### src/rtl/pp_gen_pipe_pkg.sv
// pp_gen_pipe_pkg: shared widths, occupancy states and the partial-product generator.
package pp_gen_pipe_pkg;

    localparam int OPW = 8;
    localparam int PPW = OPW * OPW;

    typedef enum logic [1:0] {EMPTY, ONE, TWO} occ_e;

    // Baugh-Wooley flips every sign-row or sign-column bit except the sign*sign corner.
    function automatic logic [PPW-1:0] pp_bw(input logic [OPW-1:0] a, input logic [OPW-1:0] b,
                                             input logic signed_mode);
        logic [PPW-1:0] pp;
        pp = '0;
        for (int i = 0; i < OPW; i++) begin
            for (int j = 0; j < OPW; j++) begin
                pp[OPW*i+j] = (a[j] & b[i]) ^ (signed_mode & ((i == OPW-1) ^ (j == OPW-1)));
            end
        end
        return pp;
    endfunction

endpackage

### src/rtl/pp_skid_buf.sv
// pp_skid_buf: 2-entry valid/ready skid buffer with registered ready and a flushing clear.
module pp_skid_buf
    import pp_gen_pipe_pkg::*;
#(
    parameter int W = 8
) (
    input  logic         clk,
    input  logic         rst_n,
    input  logic         clr,
    input  logic         in_vld,
    output logic         in_rdy,
    input  logic [W-1:0] in_data,
    output logic         out_vld,
    input  logic         out_rdy,
    output logic [W-1:0] out_data
);

    occ_e         state_q, state_d;
    logic [W-1:0] main_q, main_d;
    logic [W-1:0] skid_q, skid_d;
    logic         rdy_q, rdy_d;
    logic         acc, oxf;

    assign in_rdy   = rdy_q;
    assign out_vld  = (state_q != EMPTY);
    assign out_data = main_q;

    always_comb begin
        acc     = in_vld & rdy_q & ~clr;
        oxf     = out_vld & out_rdy;
        state_d = state_q;
        main_d  = main_q;
        skid_d  = skid_q;
        case (state_q)
            EMPTY: if (acc) begin
                state_d = ONE;
                main_d  = in_data;
            end
            ONE: if (acc && oxf) begin
                main_d  = in_data;
            end else if (acc) begin
                state_d = TWO;
                skid_d  = in_data;
            end else if (oxf) begin
                state_d = EMPTY;
            end
            TWO: if (oxf) begin
                state_d = ONE;
                main_d  = skid_q;
            end
            default: state_d = EMPTY;
        endcase
        if (clr) state_d = EMPTY;
        rdy_d = (state_d != TWO);
    end

    always_ff @(posedge clk or negedge rst_n) begin
        if (!rst_n) begin
            state_q <= EMPTY;
            main_q  <= '0;
            skid_q  <= '0;
            rdy_q   <= 1'b1;
        end else begin
            state_q <= state_d;
            main_q  <= main_d;
            skid_q  <= skid_d;
            rdy_q   <= rdy_d;
        end
    end

    always_ff @(posedge clk) begin
        if (rst_n) assert (state_q inside {EMPTY, ONE, TWO});
    end

endmodule

### src/rtl/pp_gen_pipe.sv
// pp_gen_pipe: generates the 8x8 partial-product bus and presents it through a skid buffer.
module pp_gen_pipe
    import pp_gen_pipe_pkg::*;
#(
    parameter int SIGNED = 1,
    parameter int TAG_W  = 4
) (
    input  logic             clk,
    input  logic             rst_n,
    input  logic             clr,
    input  logic             in_vld,
    output logic             in_rdy,
    input  logic [OPW-1:0]   in_a,
    input  logic [OPW-1:0]   in_b,
    input  logic [TAG_W-1:0] in_tag,
    output logic             out_vld,
    input  logic             out_rdy,
    output logic [PPW-1:0]   out_pp,
    output logic [TAG_W-1:0] out_tag,
    output logic             out_zero
);

    localparam int W = PPW + TAG_W + 1;

    logic [W-1:0] in_data, out_data;

    assign in_data = {pp_bw(in_a, in_b, SIGNED != 0), in_tag, (in_a == '0) || (in_b == '0)};
    assign {out_pp, out_tag, out_zero} = out_data;

    pp_skid_buf #(.W(W)) u_buf (
        .clk     (clk),
        .rst_n   (rst_n),
        .clr     (clr),
        .in_vld  (in_vld),
        .in_rdy  (in_rdy),
        .in_data (in_data),
        .out_vld (out_vld),
        .out_rdy (out_rdy),
        .out_data(out_data)
    );

endmodule

### config.mk
export PLATFORM = sky130hd
export DESIGN_NAME = pp_gen_pipe
export DESIGN_NICKNAME = d
export VERILOG_FILES = /design/src/rtl/pp_gen_pipe_pkg.sv /design/src/rtl/pp_skid_buf.sv /design/src/rtl/pp_gen_pipe.sv
export SDC_FILE = /design/constraint.sdc
export NUM_CORES = 1
export LEC_CHECK = 0
export CAP_MARGIN = 20
export CORE_UTILIZATION = 58
export CTS_BUF_LIST = sky130_fd_sc_hd__clkbuf_4
export CTS_CLUSTER_SIZE = 40
export DETAILED_ROUTE_END_ITERATION = 7
export DONT_BUFFER_PORTS = 1
export GPL_ROUTABILITY_DRIVEN = 0
export PLACE_DENSITY = 0.76
export SLEW_MARGIN = 25
export SYNTH_ARGS = -nofsm -noshare
export SYNTH_HDL_FRONTEND = slang
export SYNTH_SLANG_ARGS = --single-unit
### constraint.sdc
create_clock -name clk -period 1.7 [get_ports clk]
set_input_delay 0.34 -clock clk [delete_from_list [all_inputs] [get_ports clk]]
set_output_delay 0.34 -clock clk [all_outputs]
set_load 0.01 [all_outputs]
# ---- Word level (Yosys, flattened, before mapping)
# Cells that the tools add are included.
dict set report op_classes {
  eq_ne 6
  mux 11
  bitwise_logic 83
  reduce_logical 9
}
# operator count
set ops {}
lappend ops {{2-to-1 mux 69 bit} 3}
lappend ops {{case mux 69 bit (3 select lines)} 1}
lappend ops {{AND 1 bit} 67}
lappend ops {{zero test 8 bit} 2}
lappend ops {{inverter 1 bit} 16}
lappend ops {{2-to-1 mux 2 bit} 6}
lappend ops {{!= test 2 x 1 -> 1 bit (second input constant)} 3}
lappend ops {{case mux 2 bit (3 select lines)} 1}
lappend ops {{AND reduction 4 bit} 1}
lappend ops {{AND reduction 3 bit} 1}
lappend ops {{nonzero test 3 bit} 1}
lappend ops {{equality test 2 x 1 -> 1 bit (second input constant)} 1}
lappend ops {{equality test 2 bit (second input constant)} 1}
lappend ops {{zero test 2 bit} 1}
lappend ops {{!= test 2 bit (second input constant)} 1}
lappend ops {{nonzero test 2 bit} 1}
lappend ops {{logical AND 1 bit} 1}
lappend ops {{logical OR 1 bit} 1}
dict set report totals {
  regBits 141
  in_bits 25
  output_inout_bits 71
  wordCells 113
}

# ---- Logic depth before layout (Yosys ltp)
# Gate-level depths: netlist (run 1).
dict set report logic_depth {
  depth_word 8
  mapped_depth 7
  depth_no_buf 4
}

# ---- Cells and area by module
# From an unflattened synthesis (run 1), not the netlist that was laid out.
dict set report unflattened {
  cells_unflattened 535
  hier_area_um2 6317.3
}
# module instances cells_each area_per_inst_um2 seq_area_each_um2
set by_module_without_submodules {}
lappend by_module_without_submodules {pp_skid_buf 1 462 5891.9 3529.6}
lappend by_module_without_submodules {pp_gen_pipe 1 73 425.4 0.0}

# ---- Least setup slack after synthesis (run 1)
# No wires, ideal clock.
dict set report synth_timing {
  kind {reg-to-reg}
  from {reg u_buf.state_q[1]}
  to {reg u_buf.main_q[0], in the netlist u_buf.out_data[0]}
  setup_time_ns 0.125
  t_arrival_ns 1.415
  required_ns 1.575
  setup_slack_ns 0.161
  path_stages_with_launch 6
  n_path_buf 2
  synth_period_minus_slack_ns 1.539
  path_cell_list {dfrtp_1 -> buf_2 -> or2_1 -> o31ai_4 -> buf_6 -> mux2_2}
}
dict set report synth_via {
  elab_chain_cells 5
  elab_cells_between_ends 12
  classes_between {eq/ne: 5; mux: 1; bitwise: 1; reduce/logical: 5}
}
# item line
set synth_rtl {}
lappend synth_rtl {{start: declaration} pp_skid_buf.sv:18} ;# occ_e state_q, state_d;
lappend synth_rtl {{start signal: assignment} pp_skid_buf.sv:64} ;# state_q <= state_d;
lappend synth_rtl {{nonzero test 2 bit} pp_skid_buf.sv:25} ;# assign out_vld = (state_q != EMPTY);
lappend synth_rtl {{AND 1 bit} pp_skid_buf.sv:30} ;# oxf = out_vld & out_rdy;
lappend synth_rtl {{logical AND 1 bit} pp_skid_buf.sv:39} ;# ONE: if (acc && oxf) begin
lappend synth_rtl {{!= test 2 x 1 -> 1 bit (no source line)} n/a}
lappend synth_rtl {{AND reduction 4 bit (no source line)} n/a}
lappend synth_rtl {{end signal: assignment} pp_skid_buf.sv:65} ;# main_q <= main_d;
lappend synth_rtl {{end: declaration} pp_skid_buf.sv:19} ;# logic [W-1:0] main_q, main_d;
# Parallel ways exist; a longest one is shown, timed or not.
# A chain may end at the register's enable or synchronous reset.

# ---- Worst setup path after layout (run 1)
dict set report layout_timing {
  from {reg u_buf.state_q[0]}
  to {out out_vld}
}
dict set report layout_via {
  elab_chain_cells 1
}
# item line
set layout_rtl {}
lappend layout_rtl {{nonzero test 2 bit} pp_skid_buf.sv:25}
lappend layout_rtl {{end: declaration} pp_gen_pipe.sv:16} ;# output logic out_vld,
# Every way passes these cells.

==> Flow_metrics.wiki, run 1 <==
{| class="wikitable"
! Metric !! Value
|-
| Status || finished, violations left
|-
| Number of antenna violations at the first check in global routing || 0
|-
| Cell leakage power || 2.936 nW
|-
| Via count of the routed design || 5097
|-
| Routed via count divided by cell count || 6.032
|-
| Gate count after technology mapping || 711
|-
| Setup slack on the worst flop-to-flop path || roughly 0.07 ns
|-
| Floorplan die height || 105.3 um
|-
| Via count of the first global-routing pass || 4625
|-
| Final ANT Viol Nets || 0
|-
| Share of total power in combinational logic || 0.140
|-
| CP Max Fanout || 6
|-
| Sort of element at the end of the critical path || output port
|-
| CP arrival || 1.30 ns
|-
| Synth cell types || 28
|-
| Growth of design area from synthesis to finish || 11.39%
|-
| Minimum setup slack after placement || 0.04866 ns
|-
| Floorplan die width || 105.3 um
|-
| Achievable clock frequency || 610.8 MHz
|-
| HPWL after detailed placement || 8.641 mm
|-
| Routed length per placed instance || 18.85 um
|-
| Post-layout worst setup margin || 0.06274 ns
|-
| CTS tree || done
|-
| Final nets || approximately 720
|-
| Hold_ws || -0.4969 ns
|-
| Power density cells || 1195 mW/mm2
|-
| First-pass GRT wire length || 24.98 mm
|-
| Dominant cell type by area after synthesis || sky130_fd_sc_hd__dfrtp_1
|-
| Yosys synthesis warning count || 0
|-
| Tot GR Track Use || 0.2936
|-
| Die outline area || 0.01110 mm2
|-
| CTS root buf || sky130_fd_sc_hd__clkbuf_4
|-
| Clock input transition at the sequential cells of the worst setup and hold paths || 0.12 ns
|-
| Routed Wire Length || 15.93 mm
|-
| Worst Reg-to-Reg Cells || 7
|-
| Clock buffer depth || 2
|-
| Cell types occupying the most area after synthesis || sky130_fd_sc_hd__dfrtp_1 57%, sky130_fd_sc_hd__nand2_1 10%, sky130_fd_sc_hd__a31oi_1 7.0%, sky130_fd_sc_hd__nand3_1 5.3%, sky130_fd_sc_hd__o21ai_0 5.2%
|-
| Setup skew after layout || around 0.017 ns
|-
| Core region area || 0.01032 mm2
|-
| Path class of the lowest-slack min-delay path || in2async
|-
| Number of sinks on the clock net || 141
|-
| Switch share || 0.3024
|-
| Kind of critical path || reg2out
|-
| Slew margin rel. || 0.4018
|-
| Slew at the pin closest to its max-slew limit || 0.8943 ns
|-
| Post-route standard cell area excluding fillers || 0.006900 mm2
|-
| Total count of hold-check failures in the final report || 141
|-
| Leading cell type in the layout, fill and taps excluded || sky130_fd_sc_hd__nand2_1
|-
| Required time reported for the critical path endpoint || 1.36 ns
|-
| Max-slew violations || 0
|-
| Reg2Reg Capture Point || u_buf.out_data[64]
|-
| Initial DRC Count || 384
|-
| Sequential cell area || 0.003530 mm2
|-
| Dpl cells || roughly 790
|-
| Gr ovfl total || 0
|-
| Synthesis-stage register bit count || 141
|-
| Violations in the final reports || hold timing
|-
| Crit share post-route || 0.9631
|-
| Mean Syn Cell Area || 8.713 um2
|-
| Fin crit period || about 1.6 ns
|-
| Placed standard-cell area || 0.006232 mm2
|-
| Startpoint types || flip-flop
|-
| CTS Buf Count || 17
|-
| Netlist Area Pre-Place || 0.006195 mm2
|-
| Clock insertion delay at the later pin of the skew report || between 0.5 and 0.6 ns
|-
| Initial core utilization || 0.6000
|-
| Reg-to-reg startpoint || u_buf.state_q[1]
|-
| Worst VDD drop || ~530 uV
|-
| Internal power of the cells || 0.005750 W
|-
| Most frequent cells in the layout || 173 x sky130_fd_sc_hd__nand2_1, 140 x sky130_fd_sc_hd__dfrtp_1, 85 x sky130_fd_sc_hd__nor2_1
|-
| Depth of the CTS H-tree || 4
|-
| Number of buffers added to fix hold violations after cts || 22
|-
| Combined area of the multi-input logic cells || 0.002308 mm2
|-
| Number of inserted filler cells in the final layout || 816
|-
| RSZ-0062 raised after global routing || true
|-
| Clock power frac || 0.295
|-
| Largest net degree at the start of global routing || 142
|-
| Number of standard cells in the layout, taps in and fillers out || between 800 and 900
|-
| Fraction of final layout cells with drive strength greater than 1 || 0.08463
|-
| Total of max-cap violations || 0
|-
| Number of antenna repair diodes || 0
|-
| Sequential power share || 0.565
|-
| Area share of the leading cell type in the synthesized netlist || 0.5655
|-
| Final-report setup violation count || 0
|-
| Row count || 37
|-
| First-pass iteration count of the detailed router || 5
|-
| Sequential-to-total area share from yosys stat || 0.5698
|-
| Count of pins on the block boundary || 96
|-
| Port Buffer Count || 0
|-
| DRC violation count after routing || 0
|-
| Switching component of the power || 0.002493 W
|-
| Net count after synthesis || 736
|}
[cells in the mapped netlist (all sizes together)]
cell type and count:
nand2 173, dfrtp 140, nor2 85, a31oi 69, nand3 65, o21ai 64, clkbuf 52, buf 26
a21oi 15, nor4 4, mux2i 2, nand3b 2, or2 2, a211o 1, a21o 1, and2 1
and2b 1, and3 1, dfstp 1, inv 1, mux2 1, nand2b 1, nor2b 1, o22a 1
o31ai 1
[final cells by class]
| cell class | instances | share of cell area |
|---|---|---|
| multi-input combinational | 491 | 0.3345 |
| sequential | 141 | 0.5115 |
| clock inverter | 14 | 0.02792 |
| inverter | 1 | 0.0005440 |
| tap | 136 | 0.02466 |
| clock buffer | 18 | 0.01958 |
| timing repair buffer | 44 | 0.08123 |
[worst max-delay path, cell delays in order, from the launching register on]
cell,delay [ns]
sky130_fd_sc_hd__dfrtp_1,0.40
sky130_fd_sc_hd__buf_6,0.13
sky130_fd_sc_hd__or2_4,0.25
[power groups by stage]
stage | Combinational [W] | Clock [W] | Sequential, W
CTS | 0.00109 | 0.00247 | 0.00466
global route | 0.00132 | 0.00260 | 0.00474
floorplan | 0.000873 | 0 | 0.00458
global placement | 0.000886 | 0 | 0.00470
finish | 0.00115 | 0.00243 | 0.00466
detailed placement | 0.000954 | 0 | 0.00473
[routing by layer]
layer / wire, um / GRT usage
met5: 0 / 0
met4: 291 / 0.1127
met3: 1317 / 0.07792
met2: 8095 / 0.4784
met1: 6225 / 0.3765
[how the worst max path moves through the flow]
stage                startpoint                end  slack [ns]  depth (start not counted)
6_report       u_buf.state_q[0]            out_vld        0.06                          2
3_3_place_gp       u_buf.in_rdy  u_buf.out_data[1]        0.14                          6
2_1_floorplan  u_buf.state_q[1]  u_buf.out_data[0]        0.16                          5
4_1_cts            u_buf.in_rdy  u_buf.out_data[9]       0.007                          6
3_5_place_dp       u_buf.in_rdy  u_buf.out_data[6]        0.05                          6
5_1_grt        u_buf.state_q[0]            out_vld      -0.005                          2
[what timing repair did]
item	4_1_cts	5_1_grt
pin swaps	0	3
setup endpoints to repair	1	55
buffers inserted	0	1
gates resized for setup	2	4
cloned	0	3
hold endpoints to repair	269	141
[metrics by stage]
step	utilization	setup TNS (ns)	total power (W)
3_3_place_gp	0.6037	0	0.005587
3_5_place_dp	0.6037	0	0.005683
5_1_grt	0.6684	-0.004554	0.008655
4_1_cts	0.6574	0	0.008220
2_1_floorplan	-	0	0.005456
6_report	0.6684	0	0.008243
[logic make-up (layout without fill, tap and decap cells)]
logic type             Yosys count  after routing  share of synthesized area
AO/OA/AOI/OAI                  152            152                     0.1410
buffers and inverters           79             77                    0.06160
AND/OR/NAND/NOR                336            336                     0.2226
multiplexers                     3              3                   0.005049
flip-flops                     141            141                     0.5698
[flip-flops by register name, summed over array words and instances (netlist names)]
register	cells
u_buf.in_rdy	1
u_buf.skid_q	69
u_buf.state_q	2
u_buf.out_data	69
(Power assumes the default switching activity.)
==> inputs of run 2 (changes only) <==
--- a/config.mk
+++ b/config.mk
@@ -12,7 +12,7 @@
 export DETAILED_ROUTE_END_ITERATION = 7
 export DONT_BUFFER_PORTS = 1
 export GPL_ROUTABILITY_DRIVEN = 0
-export PLACE_DENSITY = 0.76
+export PLACE_DENSITY = 0.74
 export SLEW_MARGIN = 25
 export SYNTH_ARGS = -nofsm -noshare
 export SYNTH_HDL_FRONTEND = slang
==> constraint.sdc (replaced) <==
create_clock -name clk -period 1.6 [get_ports clk]
set_input_delay 0.32 -clock clk [delete_from_list [all_inputs] [get_ports clk]]
set_output_delay 0.32 -clock clk [all_outputs]
set_load 0.01 [all_outputs]
==> Flow_metrics.wiki, run 2 (synthesized netlist as in run 1, its figures left out) <==
{| class="wikitable"
! Metric !! Value
|-
| Number of standard cells in the layout, taps in and fillers out || 853 (+0.95%)
|-
| Slew at the pin closest to its max-slew limit || 0.9040 ns (+0.009698 ns)
|-
| Worst path cell trace || buf_6, or2_4, o31ai_4, buf_6, buf_12, buf_16, nor2_2, a31oi_1
|-
| Cell leakage power || 3.026 nW (+3.1%)
|-
| Count of pins on the block boundary || 96 (unchanged)
|-
| RSZ-0062 raised after global routing || true
|-
| Floorplan die height || 105.3 um (unchanged)
|-
| Routed length per placed instance || 19.66 um (+4.3%)
|-
| Sequential power share || 0.551 (-0.014)
|-
| Final-report setup violation count || 68 (+68)
|-
| Via count of the first global-routing pass || 5062 (+9.4%)
|-
| Max-slew violations || 0 (unchanged)
|-
| Cell family with most CP delay || buffers and inverters
|-
| Switching component of the power || 0.002749 W (+10%)
|-
| Required time reported for the critical path endpoint || 2.04 ns (+0.68 ns)
|-
| Kind of critical path || reg2reg
|-
| Clock power frac || 0.295 (about the same)
|-
| Dpl cells || 789 (+0.25%)
|-
| Detailed route wirelength on metal3 || 1.530 mm (+16%)
|-
| Power density cells || 1262 mW/mm2 (+5.6%)
|-
| Floorplan die width || 105.3 um (unchanged)
|-
| Routed Wire Length || 16.77 mm (+5.3%)
|-
| Depth of the CTS H-tree || 4 (unchanged)
|-
| Worst VDD drop || 598.2 uV (+12%)
|-
| Sort of element at the end of the critical path || flip-flop
|-
| Violations in the final reports || hold timing, setup timing
|-
| Number of sinks on the clock net || 141 (unchanged)
|-
| Core region area || 0.01032 mm2 (unchanged)
|-
| Share of total power in combinational logic || 0.155 (+0.015)
|-
| Routed via count divided by cell count || 6.161 (+2.1%)
|-
| Post-layout worst setup margin || -0.1388 ns (-0.2016 ns)
|-
| Total of max-cap violations || 0 (unchanged)
|-
| Critical-path top delay cell || sky130_fd_sc_hd__dfrtp_1
|-
| First-pass iteration count of the detailed router || 8 (+3)
|-
| Port Buffer Count || 0 (unchanged)
|-
| Hold_ws || -0.5195 ns (-0.02267 ns)
|-
| CP arrival || 2.18 ns (+0.88 ns)
|-
| CTS Buf Count || 17 (unchanged)
|-
| Number of antenna repair diodes || 0 (unchanged)
|-
| Clock buffer depth || 2 (unchanged)
|-
| Final nets || 730 (+1.2%)
|-
| Initial DRC Count || 521 (+36%)
|-
| CTS root buf || sky130_fd_sc_hd__clkbuf_4
|-
| Clock insertion delay at the later pin of the skew report || 0.52 ns (about the same)
|-
| Gr ovfl total || 0 (unchanged)
|-
| Internal power of the cells || 0.006371 W (+11%)
|-
| Critical path buffers and inverters || 4 (+3)
|-
| CP Max Fanout || 8 (+2)
|-
| Sum of routed wire segments on met1 || 6.417 mm (+3.1%)
|-
| Die outline area || 0.01110 mm2 (unchanged)
|-
| Leading cell type in the layout, fill and taps excluded || sky130_fd_sc_hd__nand2_1
|-
| DRC violation count after routing || 0 (unchanged)
|-
| Switch share || 0.3014 (-0.001015)
|-
| Number of antenna violations at the first check in global routing || 0 (unchanged)
|-
| Highest metal layer with signal wires || met4
|-
| First-pass GRT wire length || 26.04 mm (+4.3%)
|-
| CTS tree || done
|-
| Biggest cell delay along the critical path || 0.42 ns (+0.02 ns)
|-
| Total count of hold-check failures in the final report || 141 (unchanged)
|-
| Setup skew after layout || 0.01721 ns (-0.00007120 ns)
|-
| HPWL after detailed placement || 8.835 mm (+2.2%)
|-
| Clock input transition at the sequential cells of the worst setup and hold paths || 0.13 ns (about the same)
|-
| Via count of the routed design || 5255 (+3.1%)
|-
| Worst path most repeated cell || sky130_fd_sc_hd__buf_6
|-
| Final TNS setup || -4.319 ns (-4.319 ns)
|-
| Status || finished, violations left
|-
| Routed length on met2 || 8.371 mm (+3.4%)
|-
| Slew margin rel. || 0.3953 (-0.006487)
|-
| Number of buffers added to fix hold violations after cts || 23 (+4.5%)
|-
| Tot GR Track Use || 0.3066 (+0.01300)
|-
| Fin crit period || 1.739 ns
|-
| Most frequent cells in the layout || 173 x sky130_fd_sc_hd__nand2_1, 140 x sky130_fd_sc_hd__dfrtp_1, 69 x sky130_fd_sc_hd__a31oi_1
|-
| Startpoint types || flip-flop
|-
| Achievable clock frequency || ~580 MHz
|-
| Total power || 0.009120 W (+11%)
|-
| Initial core utilization || 0.6000 (unchanged)
|-
| Growth of design area from synthesis to finish || 16.66%
|-
| Row count || 37 (unchanged)
|-
| Minimum setup slack after placement || -0.04884 ns (-0.09750 ns)
|-
| Crit share post-route || 1.087
|-
| Path class of the lowest-slack min-delay path || in2async
|-
| Largest net degree at the start of global routing || 142 (unchanged)
|-
| Final ANT Viol Nets || 0 (unchanged)
|-
| Fraction of final layout cells with drive strength greater than 1 || 0.1478 (+0.06321)
|}
==> run 2: changes by cell type in the layout (fill, tap and decap cells not counted), moves of 2 or more <==
| cell | previous run | this run |
|---|---|---|
| sky130_fd_sc_hd__buf_16 | 1 | 3 |
| sky130_fd_sc_hd__nor2_2 | 0 | 12 |
| sky130_fd_sc_hd__clkinv_4 | 3 | 0 |
| sky130_fd_sc_hd__a21oi_2 | 0 | 10 |
| sky130_fd_sc_hd__nor2_4 | 0 | 16 |
| sky130_fd_sc_hd__buf_4 | 7 | 9 |
| sky130_fd_sc_hd__buf_6 | 4 | 6 |
| sky130_fd_sc_hd__buf_12 | 7 | 9 |
| sky130_fd_sc_hd__a21oi_1 | 15 | 5 |
| sky130_fd_sc_hd__nor2_1 | 85 | 57 |
==> run 2: metal layers <==
layer  vias to the layer above  GRT usage
met5                         -          0
met4                         0     0.1459
met3                        39    0.09895
met2                       256     0.4953
met1                      2577     0.3730
li1                       2383          -
==> run 2: worst paths after layout <==
kind	slack (ns)	startpoint	endpoint	depth (start not counted)
min in group clk	0.05	in_a[4]	u_buf.out_data[65]	3
min	-0.52	rst_n	u_buf.out_data[40]	0
max in group asynchronous	1.90	rst_n	u_buf.in_rdy	0
max	-0.14	u_buf.state_q[1]	u_buf.out_data[53]	8
min reg2reg	0.49	u_buf.skid_q[2]	u_buf.skid_q[2]	2
max reg2reg	-0.14	u_buf.state_q[1]	u_buf.out_data[53]	8
==> run 2: worst register-to-register path, cell delays in order (launching register included) <==
cell	delay, ns
sky130_fd_sc_hd__dfrtp_1	0.42
sky130_fd_sc_hd__buf_6	0.12
sky130_fd_sc_hd__or2_4	0.25
sky130_fd_sc_hd__o31ai_4	0.24
sky130_fd_sc_hd__buf_6	0.21
sky130_fd_sc_hd__buf_12	0.12
sky130_fd_sc_hd__buf_16	0.11
sky130_fd_sc_hd__nor2_2	0.03
sky130_fd_sc_hd__a31oi_1	0.17
==> run 2: power groups by stage <==
stage / combinational (W) / clock (W) / sequential (W)
2_1_floorplan: 0.000928 / 0 / 0.00487
3_3_place_gp: 0.000952 / 0 / 0.00499
3_5_place_dp: 0.00103 / 0 / 0.00503
4_1_cts: 0.00125 / 0.00271 / 0.00496
5_1_grt: 0.00158 / 0.00285 / 0.00510
6_report: 0.00141 / 0.00269 / 0.00502
==> run 2: stage by stage <==
step / area (um2) / hold WS (ns) / util
after detailed placement: 6260 / 0.02702 / 0.6064
after floorplan: 6195 / 0.02441 / -
final: 7227 / -0.5195 / 0.7000
after global routing: 7227 / -0.5861 / 0.7000
after global placement: 6260 / 0.02859 / 0.6064
after CTS: 6969 / -0.5669 / 0.6751
==> run 2: what timing repair did <==
item | 4_1_cts | 5_1_grt
resized for setup | 9 | 58
buffers inserted | 3 | 1
pin swaps | 0 | 0
cloned | 4 | 2
endpoints found under the hold margin | 274 | 141
setup endpoints to repair | 29 | 81
==> run 2: cell type report <==
cell class / count / area [um2]
Multi-Input combinational cell: 491 / 2504
Tap cell: 136 / 170.2
Inverter: 1 / 3.754
Clock inverter: 12 / 193.9
Clock buffer: 19 / 142.6
Sequential cell: 141 / 3530
Timing Repair Buffer: 53 / 683.2
Fill cell: 774 / 3097
==> inputs of run 3 (changes only) <==
--- a/config.mk
+++ b/config.mk
@@ -6,13 +6,13 @@
 export NUM_CORES = 1
 export LEC_CHECK = 0
 export CAP_MARGIN = 20
-export CORE_UTILIZATION = 58
+export CORE_UTILIZATION = 64
 export CTS_BUF_LIST = sky130_fd_sc_hd__clkbuf_4
 export CTS_CLUSTER_SIZE = 40
 export DETAILED_ROUTE_END_ITERATION = 7
 export DONT_BUFFER_PORTS = 1
 export GPL_ROUTABILITY_DRIVEN = 0
-export PLACE_DENSITY = 0.74
+export PLACE_DENSITY = 0.8
 export SLEW_MARGIN = 25
 export SYNTH_ARGS = -nofsm -noshare
 export SYNTH_HDL_FRONTEND = slang
==> Flow_metrics.wiki, run 3 (synthesized netlist as in run 1, its figures left out) <==
{| class="wikitable"
! Metric !! Value
|-
| Tot GR Track Use || 0.3308 (+0.02415)
|-
| DRC violation count after routing || 0 (unchanged)
|-
| Crit share post-route || 1.092 (+0.005230)
|-
| Final-report setup violation count || 50 (-26%)
|-
| Floorplan die height || 100.4 um (-4.7%)
|-
| Required time reported for the critical path endpoint || 2.04 ns (about the same)
|-
| Depth of the CTS H-tree || 4 (unchanged)
|-
| Reg2Reg Capture Point || u_buf.out_data[54]
|-
| Gr ovfl total || 0 (unchanged)
|-
| Final TNS setup || -2.004 ns (+2.314 ns)
|-
| Most frequent cells in the layout || 172 x sky130_fd_sc_hd__nand2_1, 140 x sky130_fd_sc_hd__dfrtp_1, 68 x sky130_fd_sc_hd__a31oi_1
|-
| Via count of the first global-routing pass || 4889 (-3.4%)
|-
| Die outline area || 0.01008 mm2 (-9.2%)
|-
| Max-slew violations || 0 (unchanged)
|-
| Reg-to-reg startpoint || u_buf.in_rdy
|-
| Cell leakage power || 3.051 nW (+0.81%)
|-
| Total of max-cap violations || 0 (unchanged)
|-
| Clock insertion delay at the later pin of the skew report || 0.53 ns (about the same)
|-
| Initial core utilization || 0.6641 (+0.06407)
|-
| Achievable clock frequency || 572.3 MHz (-0.48%)
|-
| HPWL after detailed placement || 8.577 mm (-2.9%)
|-
| Final nets || 737 (+0.96%)
|-
| Clock buffer depth || 2 (unchanged)
|-
| Total count of hold-check failures in the final report || 141 (unchanged)
|-
| Worst path cell trace || nand2_4, o31ai_4, buf_6, clkbuf_16, nor2_4, a31oi_1
|-
| First-pass iteration count of the detailed router || 5 (-3)
|-
| Port Buffer Count || 0 (unchanged)
|-
| Floorplan die width || 100.4 um (-4.7%)
|-
| Fraction of final layout cells with drive strength greater than 1 || 0.1641 (+0.01630)
|-
| Slew at the pin closest to its max-slew limit || 0.9290 ns (+0.02503 ns)
|-
| Core region area || 0.009328 mm2 (-9.6%)
|-
| Number of antenna violations at the first check in global routing || 0 (unchanged)
|-
| CTS Buf Count || 17 (unchanged)
|-
| Growth of design area from synthesis to finish || 17.92%
|-
| Startpoint types || flip-flop
|-
| Post-route standard cell area excluding fillers || 0.007305 mm2 (+1.1%)
|-
| Post-layout worst setup margin || -0.1472 ns (-0.008368 ns)
|-
| Worst VDD drop || 620.8 uV (+3.8%)
|-
| Setup skew after layout || 0.01602 ns (-0.001195 ns)
|-
| CTS tree || done
|-
| Final ANT Viol Nets || 0 (unchanged)
|-
| Violations in the final reports || hold timing, setup timing
|-
| CP Max Fanout || 8 (unchanged)
|-
| CP arrival || 2.19 ns (about the same)
|-
| Routed Wire Length || 17.62 mm (+5.0%)
|-
| Number of antenna repair diodes || 0 (unchanged)
|-
| Routed via count divided by cell count || 6.308 (+2.4%)
|-
| Slew margin rel. || 0.3786 (-0.01674)
|-
| Row count || 35 (-5.4%)
|-
| Biggest cell delay along the critical path || 0.59 ns (+0.17 ns)
|-
| Power density cells || 1213 mW/mm2 (-3.9%)
|-
| First-pass GRT wire length || 25.39 mm (-2.5%)
|-
| Leading cell type in the layout, fill and taps excluded || sky130_fd_sc_hd__nand2_1
|-
| CTS root buf || sky130_fd_sc_hd__clkbuf_4
|-
| Largest net degree at the start of global routing || 142 (unchanged)
|-
| Setup slack on the worst flop-to-flop path || -0.15 ns (about the same)
|-
| Status || finished, violations left
|-
| Placed standard-cell area || 0.006259 mm2 (about the same)
|-
| Initial DRC Count || 565 (+8.4%)
|-
| RSZ-0062 raised after global routing || true
|-
| Clock input transition at the sequential cells of the worst setup and hold paths || 0.13 ns (about the same)
|-
| Critical-path top delay cell || sky130_fd_sc_hd__dfstp_2
|-
| Number of buffers added to fix hold violations after cts || 22 (-4.3%)
|-
| Sort of element at the end of the critical path || flip-flop
|-
| Fin crit period || 1.747 ns (+0.008368 ns)
|-
| Via count of the routed design || 5387 (+2.5%)
|-
| Worst Reg-to-Reg Cells || 6 (-2)
|-
| Routed length per placed instance || 20.63 um (+4.9%)
|-
| Kind of critical path || reg2reg
|-
| Path class of the lowest-slack min-delay path || in2async
|-
| Count of pins on the block boundary || 96 (unchanged)
|-
| Number of sinks on the clock net || 141 (unchanged)
|-
| Hold_ws || -0.5385 ns (-0.01892 ns)
|}
==> run 3: final cells by class <==
cell class | instances | area, um2
Multi-Input combinational cell | 492 | 2544
Clock inverter | 15 | 161.4
Tap cell | 129 | 161.4
Inverter | 1 | 3.754
Clock buffer | 17 | 127.6
Sequential cell | 141 | 3530
Fill cell | 614 | 2023
Timing Repair Buffer | 59 | 777.0
==> run 3: worst max-delay path by stage <==
stage	from	cells after the start	end
floorplan	u_buf.state_q[1]	5	u_buf.out_data[0]
global placement	u_buf.in_rdy	5	u_buf.out_data[18]
detailed placement	u_buf.in_rdy	5	u_buf.out_data[16]
CTS	u_buf.state_q[1]	2	out_vld
global route	u_buf.in_rdy	6	u_buf.out_data[38]
finish	u_buf.in_rdy	6	u_buf.out_data[54]
==> run 3: where the power goes <==
group          switching [W]  internal [W]
clock                0.00139      0.000949
sequential          0.000755       0.00430
combinational       0.000782      0.000682
==> run 3: what timing repair did <==
item                       in CTS  in global routing
resized for setup              10                 68
setup buffers                   2                  7
hold endpoints to repair      273                141
setup endpoints to repair      36                123
cloned                          2                  6
pin swaps                       3                  5
==> run 3: per-layer routing <==
metal	vias up	wire [um]	track usage
met5	-	0	0
met4	0	485	0.1304
met2	290	8966	0.5311
li1	2397	-	-
met3	47	1495	0.08705
met1	2653	6669	0.4329
==> run 3: critical path, delay by kind of cell (launching register included) <==
kind / cells / cell delay, ns
flip-flops: 1 / 0.59
buffers and inverters: 2 / 0.42
AO/OA/AOI/OAI: 2 / 0.54
AND/OR/NAND/NOR: 2 / 0.11
==> run 3: through the flow <==
step	worst slack [ns]	hold WS [ns]	cells	power [W]	utilization
final	-0.1472	-0.5385	854	0.008860	0.7831
after CTS	-0.06752	-0.5611	841	0.008506	0.7372
after global placement	0.01309	0.02785	783	0.005933	0.6710
after detailed placement	-0.06305	0.02842	783	0.006045	0.6710
after global routing	-0.2404	-0.5808	854	0.009263	0.7831
after floorplan	0.06075	0.02441	711	0.005797	-
